==> config.mk <==
export PLATFORM = sky130hd
export DESIGN_NAME = sys1_input_ctrl
export DESIGN_NICKNAME = d
export VERILOG_FILES = /design/src/rtl/sys1_input_pkg.sv /design/src/rtl/sys1_coin_shaper.sv /design/src/rtl/sys1_input_ctrl.sv
export SDC_FILE = /design/constraint.sdc
export NUM_CORES = 1
export LEC_CHECK = 0
export BUFFER_PORTS_ARGS = -buffer_cell sky130_fd_sc_hd__buf_2
export CORE_MARGIN = 2
export CORE_UTILIZATION = 54
export DETAILED_ROUTE_END_ITERATION = 16
export PLACE_DENSITY = 0.81
export RECOVER_POWER = 100
export SLEW_MARGIN = 20
export SYNTH_ARGS = -nofsm -noshare
export SYNTH_HDL_FRONTEND = slang
export SYNTH_SLANG_ARGS = --single-unit
==> constraint.sdc <==
create_clock -name clk_sys -period 2.53 [get_ports clk_sys]
set_input_delay 0.6325 -clock clk_sys [delete_from_list [all_inputs] [get_ports clk_sys]]
set_output_delay 0.6325 -clock clk_sys [all_outputs]
set_load 0.02 [all_outputs]
==> src/rtl/sys1_input_pkg.sv <==
// Shared constants for the System 1 input front end: PS/2 scancodes,
// joystick/INP bit positions and the coin shaper state encoding.
package sys1_input_pkg;

  localparam logic [7:0] SC_UP    = 8'h75;
  localparam logic [7:0] SC_DOWN  = 8'h72;
  localparam logic [7:0] SC_LEFT  = 8'h6B;
  localparam logic [7:0] SC_RIGHT = 8'h74;
  localparam logic [7:0] SC_SPACE = 8'h29;
  localparam logic [7:0] SC_CTRL  = 8'h14;
  localparam logic [7:0] SC_F1    = 8'h05;
  localparam logic [7:0] SC_F2    = 8'h06;
  localparam logic [7:0] SC_1     = 8'h16;
  localparam logic [7:0] SC_2     = 8'h1E;
  localparam logic [7:0] SC_5     = 8'h2E;
  localparam logic [7:0] SC_6     = 8'h36;
  localparam logic [7:0] SC_R     = 8'h2D;
  localparam logic [7:0] SC_F     = 8'h2B;
  localparam logic [7:0] SC_D     = 8'h23;
  localparam logic [7:0] SC_G     = 8'h34;
  localparam logic [7:0] SC_A     = 8'h1C;
  localparam logic [7:0] SC_S     = 8'h1B;

  localparam int JOY_RIGHT  = 0;
  localparam int JOY_LEFT   = 1;
  localparam int JOY_TRIG1  = 4;
  localparam int JOY_TRIG2  = 5;
  localparam int JOY_START1 = 6;
  localparam int JOY_START2 = 7;
  localparam int JOY_COIN   = 8;

  localparam int INP_LEFT   = 7;
  localparam int INP_RIGHT  = 6;
  localparam int INP_TRIG2  = 2;
  localparam int INP_TRIG1  = 1;
  localparam int INP_START2 = 5;
  localparam int INP_START1 = 4;
  localparam int INP_COIN   = 0;

  typedef enum logic [1:0] {
    IDLE  = 2'd0,
    PULSE = 2'd1,
    GAP   = 2'd2
  } coin_state_e;

  typedef struct packed {
    logic p1_up;
    logic p1_down;
    logic p1_left;
    logic p1_right;
    logic p1_trig1;
    logic p1_trig2;
    logic p2_up;
    logic p2_down;
    logic p2_left;
    logic p2_right;
    logic p2_trig1;
    logic p2_trig2;
    logic f1;
    logic f2;
    logic k1;
    logic k2;
    logic k5;
    logic k6;
  } keys_t;

  function automatic int cnt_width(input int a, input int b);
    return $clog2((a > b) ? a : b) + 1;
  endfunction

endpackage

==> src/rtl/sys1_coin_shaper.sv <==
// Turns a coin request level into one fixed-width pulse followed by a lockout;
// only a fresh rising edge seen in IDLE starts a pulse.
module sys1_coin_shaper
  import sys1_input_pkg::*;
#(
  parameter int COIN_CYC = 4_800_000,
  parameter int GAP_CYC  = 4_800_000
) (
  input  logic clk_sys,
  input  logic reset_n,
  input  logic req,
  output logic coin,
  output logic busy
);

  localparam int CW = cnt_width(COIN_CYC, GAP_CYC);
  localparam logic [CW-1:0] PULSE_LOAD = CW'(COIN_CYC - 1);
  localparam logic [CW-1:0] GAP_LOAD   = CW'(GAP_CYC - 1);

  coin_state_e   r_state;
  logic [CW-1:0] r_cnt;
  logic          r_req_prev;
  logic          r_coin;
  logic          r_busy;

  always_ff @(posedge clk_sys or negedge reset_n) begin
    if (!reset_n) begin
      r_state    <= IDLE;
      r_cnt      <= '0;
      r_req_prev <= 1'b0;
      r_coin     <= 1'b0;
      r_busy     <= 1'b0;
    end else begin
      // Edge history runs in every state so a held request cannot re-fire after GAP.
      r_req_prev <= req;
      case (r_state)
        IDLE: begin
          if (req && !r_req_prev) begin
            r_state <= PULSE;
            r_cnt   <= PULSE_LOAD;
            r_coin  <= 1'b1;
            r_busy  <= 1'b1;
          end
        end
        PULSE: begin
          if (r_cnt == '0) begin
            r_state <= GAP;
            r_cnt   <= GAP_LOAD;
            r_coin  <= 1'b0;
          end else begin
            r_cnt <= r_cnt - 1'b1;
          end
        end
        GAP: begin
          if (r_cnt == '0) begin
            r_state <= IDLE;
            r_busy  <= 1'b0;
          end else begin
            r_cnt <= r_cnt - 1'b1;
          end
        end
        default: begin
          r_state <= IDLE;
          r_coin  <= 1'b0;
          r_busy  <= 1'b0;
        end
      endcase
    end
  end

  assign coin = r_coin;
  assign busy = r_busy;

endmodule

==> src/rtl/sys1_input_ctrl.sv <==
// PS/2 key decode plus joystick merge producing the active-low System 1
// input ports, with the coin line conditioned by sys1_coin_shaper.
module sys1_input_ctrl
  import sys1_input_pkg::*;
#(
  parameter int CLK_HZ      = 48_000_000,
  parameter int COIN_MS     = 100,
  parameter int COIN_GAP_MS = 100
) (
  input  logic        clk_sys,
  input  logic        reset_n,
  input  logic [10:0] ps2_key,
  input  logic [15:0] joystk1,
  input  logic [15:0] joystk2,
  input  logic        cabinet,
  output logic [7:0]  INP0,
  output logic [7:0]  INP1,
  output logic [7:0]  INP2,
  output logic        coin_busy
);

  localparam int COIN_CYC = CLK_HZ / 1000 * COIN_MS;
  localparam int GAP_CYC  = CLK_HZ / 1000 * COIN_GAP_MS;

  logic       r_primed;
  logic       r_prev_tog;
  keys_t      r_keys;
  logic [7:0] r_inp0;
  logic [7:0] r_inp1;
  logic [7:0] r_inp2;

  logic [7:0] w_code;
  logic       w_ext;
  logic       w_pressed;
  logic       w_event;
  logic       w_p1_left, w_p1_right, w_p1_trig1, w_p1_trig2;
  logic       w_p2_left, w_p2_right, w_p2_trig1, w_p2_trig2;
  logic       w_start1, w_start2, w_coin_req;
  logic       w_coin, w_busy;
  logic [7:0] w_inp0, w_inp1, w_inp2;
  logic       w_unused_bits;

  assign w_code    = ps2_key[7:0];
  assign w_ext     = ps2_key[8];
  assign w_pressed = ps2_key[9];
  assign w_event   = r_primed && (ps2_key[10] != r_prev_tog);

  always_ff @(posedge clk_sys or negedge reset_n) begin
    if (!reset_n) begin
      r_primed   <= 1'b0;
      r_prev_tog <= 1'b0;
      r_keys     <= '0;
    end else begin
      r_primed   <= 1'b1;
      r_prev_tog <= ps2_key[10];
      if (w_event) begin
        // Arrows arrive both with and without the E0 prefix depending on keyboard.
        case (w_code)
          SC_UP:    r_keys.p1_up    <= w_pressed;
          SC_DOWN:  r_keys.p1_down  <= w_pressed;
          SC_LEFT:  r_keys.p1_left  <= w_pressed;
          SC_RIGHT: r_keys.p1_right <= w_pressed;
          default: begin
            if (!w_ext) begin
              case (w_code)
                SC_SPACE: r_keys.p1_trig1 <= w_pressed;
                SC_CTRL:  r_keys.p1_trig2 <= w_pressed;
                SC_F1:    r_keys.f1       <= w_pressed;
                SC_F2:    r_keys.f2       <= w_pressed;
                SC_1:     r_keys.k1       <= w_pressed;
                SC_2:     r_keys.k2       <= w_pressed;
                SC_5:     r_keys.k5       <= w_pressed;
                SC_6:     r_keys.k6       <= w_pressed;
                SC_R:     r_keys.p2_up    <= w_pressed;
                SC_F:     r_keys.p2_down  <= w_pressed;
                SC_D:     r_keys.p2_left  <= w_pressed;
                SC_G:     r_keys.p2_right <= w_pressed;
                SC_A:     r_keys.p2_trig1 <= w_pressed;
                SC_S:     r_keys.p2_trig2 <= w_pressed;
                default:  ;
              endcase
            end
          end
        endcase
      end
    end
  end

  always_comb begin
    w_p2_left  = r_keys.p2_left  | joystk2[JOY_LEFT];
    w_p2_right = r_keys.p2_right | joystk2[JOY_RIGHT];
    w_p2_trig1 = r_keys.p2_trig1 | joystk2[JOY_TRIG1];
    w_p2_trig2 = r_keys.p2_trig2 | joystk2[JOY_TRIG2];
    // Upright cabinets share one control panel, so P2 also steers P1.
    w_p1_left  = r_keys.p1_left  | joystk1[JOY_LEFT]  | (~cabinet & w_p2_left);
    w_p1_right = r_keys.p1_right | joystk1[JOY_RIGHT] | (~cabinet & w_p2_right);
    w_p1_trig1 = r_keys.p1_trig1 | joystk1[JOY_TRIG1] | (~cabinet & w_p2_trig1);
    w_p1_trig2 = r_keys.p1_trig2 | joystk1[JOY_TRIG2] | (~cabinet & w_p2_trig2);
    w_start1   = r_keys.f1 | r_keys.k1 | joystk1[JOY_START1] | joystk2[JOY_START1];
    w_start2   = r_keys.f2 | r_keys.k2 | joystk1[JOY_START2] | joystk2[JOY_START2];
    w_coin_req = r_keys.f1 | r_keys.f2 | r_keys.k5 | r_keys.k6
               | joystk1[JOY_COIN] | joystk2[JOY_COIN];

    w_inp0 = '0;
    w_inp0[INP_LEFT]  = w_p1_left;
    w_inp0[INP_RIGHT] = w_p1_right;
    w_inp0[INP_TRIG2] = w_p1_trig2;
    w_inp0[INP_TRIG1] = w_p1_trig1;

    w_inp1 = '0;
    w_inp1[INP_LEFT]  = w_p2_left;
    w_inp1[INP_RIGHT] = w_p2_right;
    w_inp1[INP_TRIG2] = w_p2_trig2;
    w_inp1[INP_TRIG1] = w_p2_trig1;

    w_inp2 = '0;
    w_inp2[INP_START2] = w_start2;
    w_inp2[INP_START1] = w_start1;
    w_inp2[INP_COIN]   = w_coin;
  end

  sys1_coin_shaper #(
    .COIN_CYC (COIN_CYC),
    .GAP_CYC  (GAP_CYC)
  ) u_coin_shaper (
    .clk_sys (clk_sys),
    .reset_n (reset_n),
    .req     (w_coin_req),
    .coin    (w_coin),
    .busy    (w_busy)
  );

  always_ff @(posedge clk_sys or negedge reset_n) begin
    if (!reset_n) begin
      r_inp0 <= 8'hFF;
      r_inp1 <= 8'hFF;
      r_inp2 <= 8'hFF;
    end else begin
      r_inp0 <= ~w_inp0;
      r_inp1 <= ~w_inp1;
      r_inp2 <= ~w_inp2;
    end
  end

  assign INP0      = r_inp0;
  assign INP1      = r_inp1;
  assign INP2      = r_inp2;
  assign coin_busy = w_busy;

  // Up/down are decoded for completeness but have no INP bit on this board.
  assign w_unused_bits = ^{joystk1[15:9], joystk1[3:2], joystk2[15:9], joystk2[3:2],
                           r_keys.p1_up, r_keys.p1_down, r_keys.p2_up, r_keys.p2_down};

endmodule
# After elaboration in Yosys (flattened, before gate mapping)
# Cells that the tools add are included.
dict set report totals {
  regBits 69
  inputBits 46
  output_inout_bits 25
  word_cells 120
}
dict set report classes {
  add_sub_neg 1
  eq_ne 23
  muxes 12
  bitwise_logic 35
  n_reduce_logical 25
}
# op count
set ops {}
lappend ops {{$mux W24} 3}
lappend ops {{$pmux W24 S3} 1}
lappend ops {{$reduce_and A4 Y1} 12}
lappend ops {{$eq A8 B5 Y1 const B} 5}
lappend ops {{$eq A8 B6 Y1 const B} 5}
lappend ops {{$eq A8 B7 Y1 const B} 4}
lappend ops {{$logic_not A24 Y1} 1}
lappend ops {{$sub A24 B1 Y24 const B} 1}
lappend ops {{$or A1 B1 Y1} 23}
lappend ops {{$eq A8 B3 Y1 const B} 2}
lappend ops {{$not A8 Y8} 2}
lappend ops {{$reduce_and A3 Y1} 4}
lappend ops {{$not A6 Y8} 1}
lappend ops {{$mux W2} 3}
lappend ops {{$ne A2 B1 Y1 const B} 3}
lappend ops {{$pmux W1 S3} 2}
lappend ops {{$pmux W2 S3} 1}
lappend ops {{$not A1 Y1} 5}
lappend ops {{$and A1 B1 Y1} 4}
lappend ops {{$reduce_and A2 Y1} 2}
lappend ops {{$reduce_or A4 Y1} 1}
lappend ops {{$reduce_bool A3 Y1} 1}
lappend ops {{$eq A2 B1 Y1 const B} 1}
lappend ops {{$eq A2 B2 Y1 const B} 1}
lappend ops {{6 further kinds} 8}

# Depth between registers and ports, before layout
dict set report depth {
  ltp_word 8
  mapped_depth 10
  ltp_nobuf 7
}

# Hierarchy
# Synthesis repeated with hierarchy kept, for this count alone.
dict set report hier_totals {
  hier_cells 313
  hier_area_um2 3136.8
}
# module instances cells_per_inst area_each_um2 seq_area_each_um2
set modules_own_cells {}
lappend modules_own_cells {sys1_coin_shaper 1 207 1874.3 725.7}
lappend modules_own_cells {sys1_input_ctrl 1 106 1262.5 689.4}

# Least setup slack after synthesis
# OpenSTA, ideal clock, no wires.
dict set report synth_timing {
  path_type {input -> register}
  from {input port ps2_key[7]}
  to {register r_keys[12] (netlist bit)}
  setup_time_ns 0.128
  t_arrival_ns 2.365
  required_ns 2.402
  setup_slack_ns 0.037
  cell_stages 6
  path_buffers 1
  path_cell_list {nand2b_1 -> or4_1 -> clkbuf_1 -> or4b_1 -> nor3_1 -> mux2_1}
}
dict set report synth_via {
  elab_chain_cells 4
  word_cells_on_any_way 8
  cone_classes {eq/ne (5); bitwise (1); reduce/logical (2)}
}
# item line_no
set synth_rtl {}
lappend synth_rtl {{from (decl)} sys1_input_ctrl.sv:12} ;# input logic [10:0] ps2_key,
lappend synth_rtl {{$eq A8 B7 Y1 (on tied branches)} n/a}
lappend synth_rtl {{$reduce_or A4 Y1 (no source line)} n/a}
lappend synth_rtl {{$not A1 Y1 (no source line)} n/a}
lappend synth_rtl {{$reduce_and A4 Y1 (no source line) *} n/a}
lappend synth_rtl {{to (decl)} sys1_input_ctrl.sv:27} ;# keys_t r_keys;
# Mark *: on every way between the ends. The rest lies on a longest branch, timed or not.
# A chain may end at the register's enable or synchronous reset.

# Worst setup path after layout
dict set report layout_timing {
  from {register u_coin_shaper.r_cnt[0]}
  to {register u_coin_shaper.r_busy, in the netlist u_coin_shaper.busy}
}
dict set report layout_via {
  elab_chain_cells 3
}
# item line_no
set layout_rtl {}
lappend layout_rtl {{from (decl)} sys1_coin_shaper.sv:21} ;# logic [CW-1:0] r_cnt;
lappend layout_rtl {{from (signal assigned)} sys1_coin_shaper.sv:51} ;# r_cnt <= r_cnt - 1'b1;
lappend layout_rtl {{from (signal assigned)} sys1_coin_shaper.sv:59} ;# r_cnt <= r_cnt - 1'b1;
lappend layout_rtl {{$logic_not A24 Y1} sys1_coin_shaper.sv:55} ;# if (r_cnt == '0) begin
lappend layout_rtl {{$ne A2 B1 Y1 (no source line)} n/a}
lappend layout_rtl {{$reduce_and A3 Y1 (no source line)} n/a}
lappend layout_rtl {{to (signal assigned)} sys1_coin_shaper.sv:42} ;# r_busy <= 1'b1;
lappend layout_rtl {{to (signal assigned)} sys1_coin_shaper.sv:57} ;# r_busy <= 1'b0;
lappend layout_rtl {{to (signal assigned)} sys1_coin_shaper.sv:65} ;# r_busy <= 1'b0;
lappend layout_rtl {{to (decl)} sys1_coin_shaper.sv:24} ;# logic r_busy;
# No other way between the ends.

==> results.cfg <==
[routing]
viasPerCell = 5.80
wire_per_inst_um = 14.9
totalWireLength_mm = 6.49
ant_nets = 0
drc = 0
first_pass_iters = 6
dr.first_iter.drc_count = 248
vias = 2525

[floorplanning]
die_h_um = 79.3
core_sq_um = 5470
start_util = 0.559
die_x_um = 79.3
ios = 71
die_area_sq_um = 6280
num_rows = 27

[synthesis]
syn_area_sq_um = 3060
synth_area_per_cell_sq_um = 9.68
yosysTopAreaCell = dfrtp_1
syn_inst = 316
synth-edff-count = 0
async_flop_share = 1.00
synth.area.top_cells = dfrtp_1 37%, dfstp_2 9.4%, nor2_1 5.0%
ys_seq_elements = 56
yosys_warnings = 0
ys_types = 51
netlist.area_leader.share = 0.368
yosysSeqAreaShare = 0.463
ys.flop_type = dfrtp_1

[placed_design]
placed_area_sq_um = 3350
numPortBuffers = 39
dpl.hpwl_mm = 4.84
gp_congestion = 0.807

[setup_path]
cp_cell_sequence = inv_1, ha_1, or3b_1, or4_4, or2_4, a211oi_2, a2bb2oi_1
cp_num_buf_inv = 1
max_stage_delay_ps = 550
cp_slowest_cell = or4_4
path_class = reg -> reg
end_kind = flop
worstPathRequired_ps = 2760
cp.arrival_ps = 2660
path_max_fanout = 5
reg2reg_from = u_coin_shaper.r_cnt[0]$_DFFE_PN0P_
startpoint = u_coin_shaper.r_cnt[0]$_DFFE_PN0P_
path_delay_family = simple AND/OR/NAND/NOR gates
start_kind = flop

[power]
intPower_uw = 1150
p_leak_uw = 0.00149
power.share.clock = 0.325
pwr-share-comb = 0.073
sequentialPowerShare = 0.602
swShare = 0.251
ir_drop_uv = 292
p_switching_uw = 385
p_per_area_nw_per_um2 = 452

[clock_tree]
clk_path_buf_depth = 2
post_cts_buffers = 0
clock-root-buffer = clkbuf_8
path_clk_slew_ps = 100
clock_sinks = 56
cts.htree.levels = 2
postCtsHoldBufs = 0
insertion_delay_ps = 310
cts_tree = yes
ctsResizeCount = 0
cts_made_buffers = 5

[global_route]
gr-usage-met3 = 0.0375
grt_util_met2 = 0.387
grt_max_degree = 34
grt_usage = 0.219
grt_pass1_vias = 2512
grt_pass1_wl_mm = 11.0
antenna_found_initial = 0
grt_util_met1 = 0.283
overflow = 0
grt.busiest_layer = met2

[sta]
worstMarginPinSlew_ps = 1270
drv_slew = 0
max_freq_mhz = 412
period_needed_ps = 2420
skew_ps = 3.91
rsz0062_at_grt = false
hold_violations = 0
final-setup-viol-count = 0
setup-tns-final_ps = 0
period_share = 0.958
relSlewSlack = 0.152

[final_layout]
seq_area_sq_um = 1420
final_common_cell = dfrtp_1
area_delta_synth_final_pct = 10.7
most-common-layout-cells = 45 x dfrtp_1, 41 x nor2_1, 30 x a21oi_1
antenna_cells = 0
fill_cells = 468
stdcell_area_sq_um = 3390
num-nets-final = 412
drive_above_1_share = 0.196
multi_input_area_sq_um = 1490

[job]
maxCapViolations = 0

[hold_path]
min_path_type = reg -> reg
min_from = u_coin_shaper.coin$_DFFE_PN0P_

[outcome]
status = complete, no violations
per-layer routing:
metal / vias to the layer above / routed length [um]
li1: 1230 / -
met3: 6 / 297
met4: 0 / 37
met1: 1220 / 2830
met2: 69 / 3330
met5: - / 0
power groups by stage:
stage / logic (uW) / registers [uW] / clock network [uW]
floorplan: 60.4 / 951 / 0
global placement: 118 / 939 / 0
detailed placement: 120 / 939 / 0
CTS: 120 / 923 / 510
global route: 126 / 925 / 547
finish: 113 / 923 / 497
cell type report:
cell class                 count  share of cell area
timing repair buffer          52              0.0768
multi-input combinational    235               0.438
inverter                      12              0.0133
clock inverter                 3             0.00665
clock buffer                   5              0.0203
tap                           72              0.0266
sequential                    56               0.418
cell usage after synthesis, types with 2 or more instances:
cell and count:
nand4_1 2, o21a_1 2, dfstp_2 11, mux2_1 9, nor3_1 19, o22a_1 5, buf_4 15, o31ai_1 6
inv_1 12, or3b_1 3, o211ai_1 2, a21oi_1 30, a21o_1 3, nand2_1 12, buf_2 3, o21ai_1 2
nor3_2 5, a211oi_2 3, o31a_1 2, nand3_1 3, clkbuf_1 8, or4_1 12, nand2b_1 5, or3_1 6
a31oi_1 4, mux2_2 5, a211oi_1 2, nor2_1 41, ha_1 4, or4_4 2, dfrtp_1 45, nor4_1 11
o32a_1 2, a41oi_1 3
registers in the layout, indices dropped and copies added (netlist names):
register and cells:
r_prev_tog 1, r_primed 1, INP2 3, u_coin_shaper.r_state 2, u_coin_shaper.busy 1, u_coin_shaper.r_req_prev 1, INP0 4, u_coin_shaper.coin 1
INP1 4, u_coin_shaper.r_cnt 24, r_keys 14
path summary, 6_finish.rpt:
path,endpoint,slack (ps),cells past startpoint
max,u_coin_shaper.busy$_DFFE_PN0P_,110,7
min,INP2[0]$_DFF_PN1_,370,1
max reg2reg,u_coin_shaper.busy$_DFFE_PN0P_,110,7
min reg2reg,INP2[0]$_DFF_PN1_,370,1
max in group asynchronous,u_coin_shaper.r_cnt[8]$_DFFE_PN0P_,520,2
min in group asynchronous,u_coin_shaper.r_cnt[22]$_DFFE_PN0P_,570,1
metrics by stage:
stage               hold slack [ps]  setup WS, ps  cells  power (uW)   util
floorplan                       337          37.1    329        1010      -
global placement                347         -47.5    427        1060  0.611
detailed placement              358         -96.8    427        1060  0.611
CTS                             321           101    435        1550  0.628
global route                    405          7.84    435        1600  0.619
finish                          372           106    435        1530  0.619
kinds of logic after synthesis:
group,count (synthesis),synth area share
other cells,1,0.00123
compound gates,71,0.160
simple gates,131,0.240
fa+ha+maj,4,0.0164
buf+inv,38,0.0663
xor+xnor,1,0.00286
mux,14,0.0515
flops,56,0.463
worst register-to-register path, cell delays in order, from the launching register on:
cell and delay [ps]:
dfrtp_1 420, inv_1 70, ha_1 210, or3b_1 440, or4_4 550, or2_4 270
a211oi_2 220, a2bb2oi_1 180
Note: power is estimated with default switching activity, not from simulation.
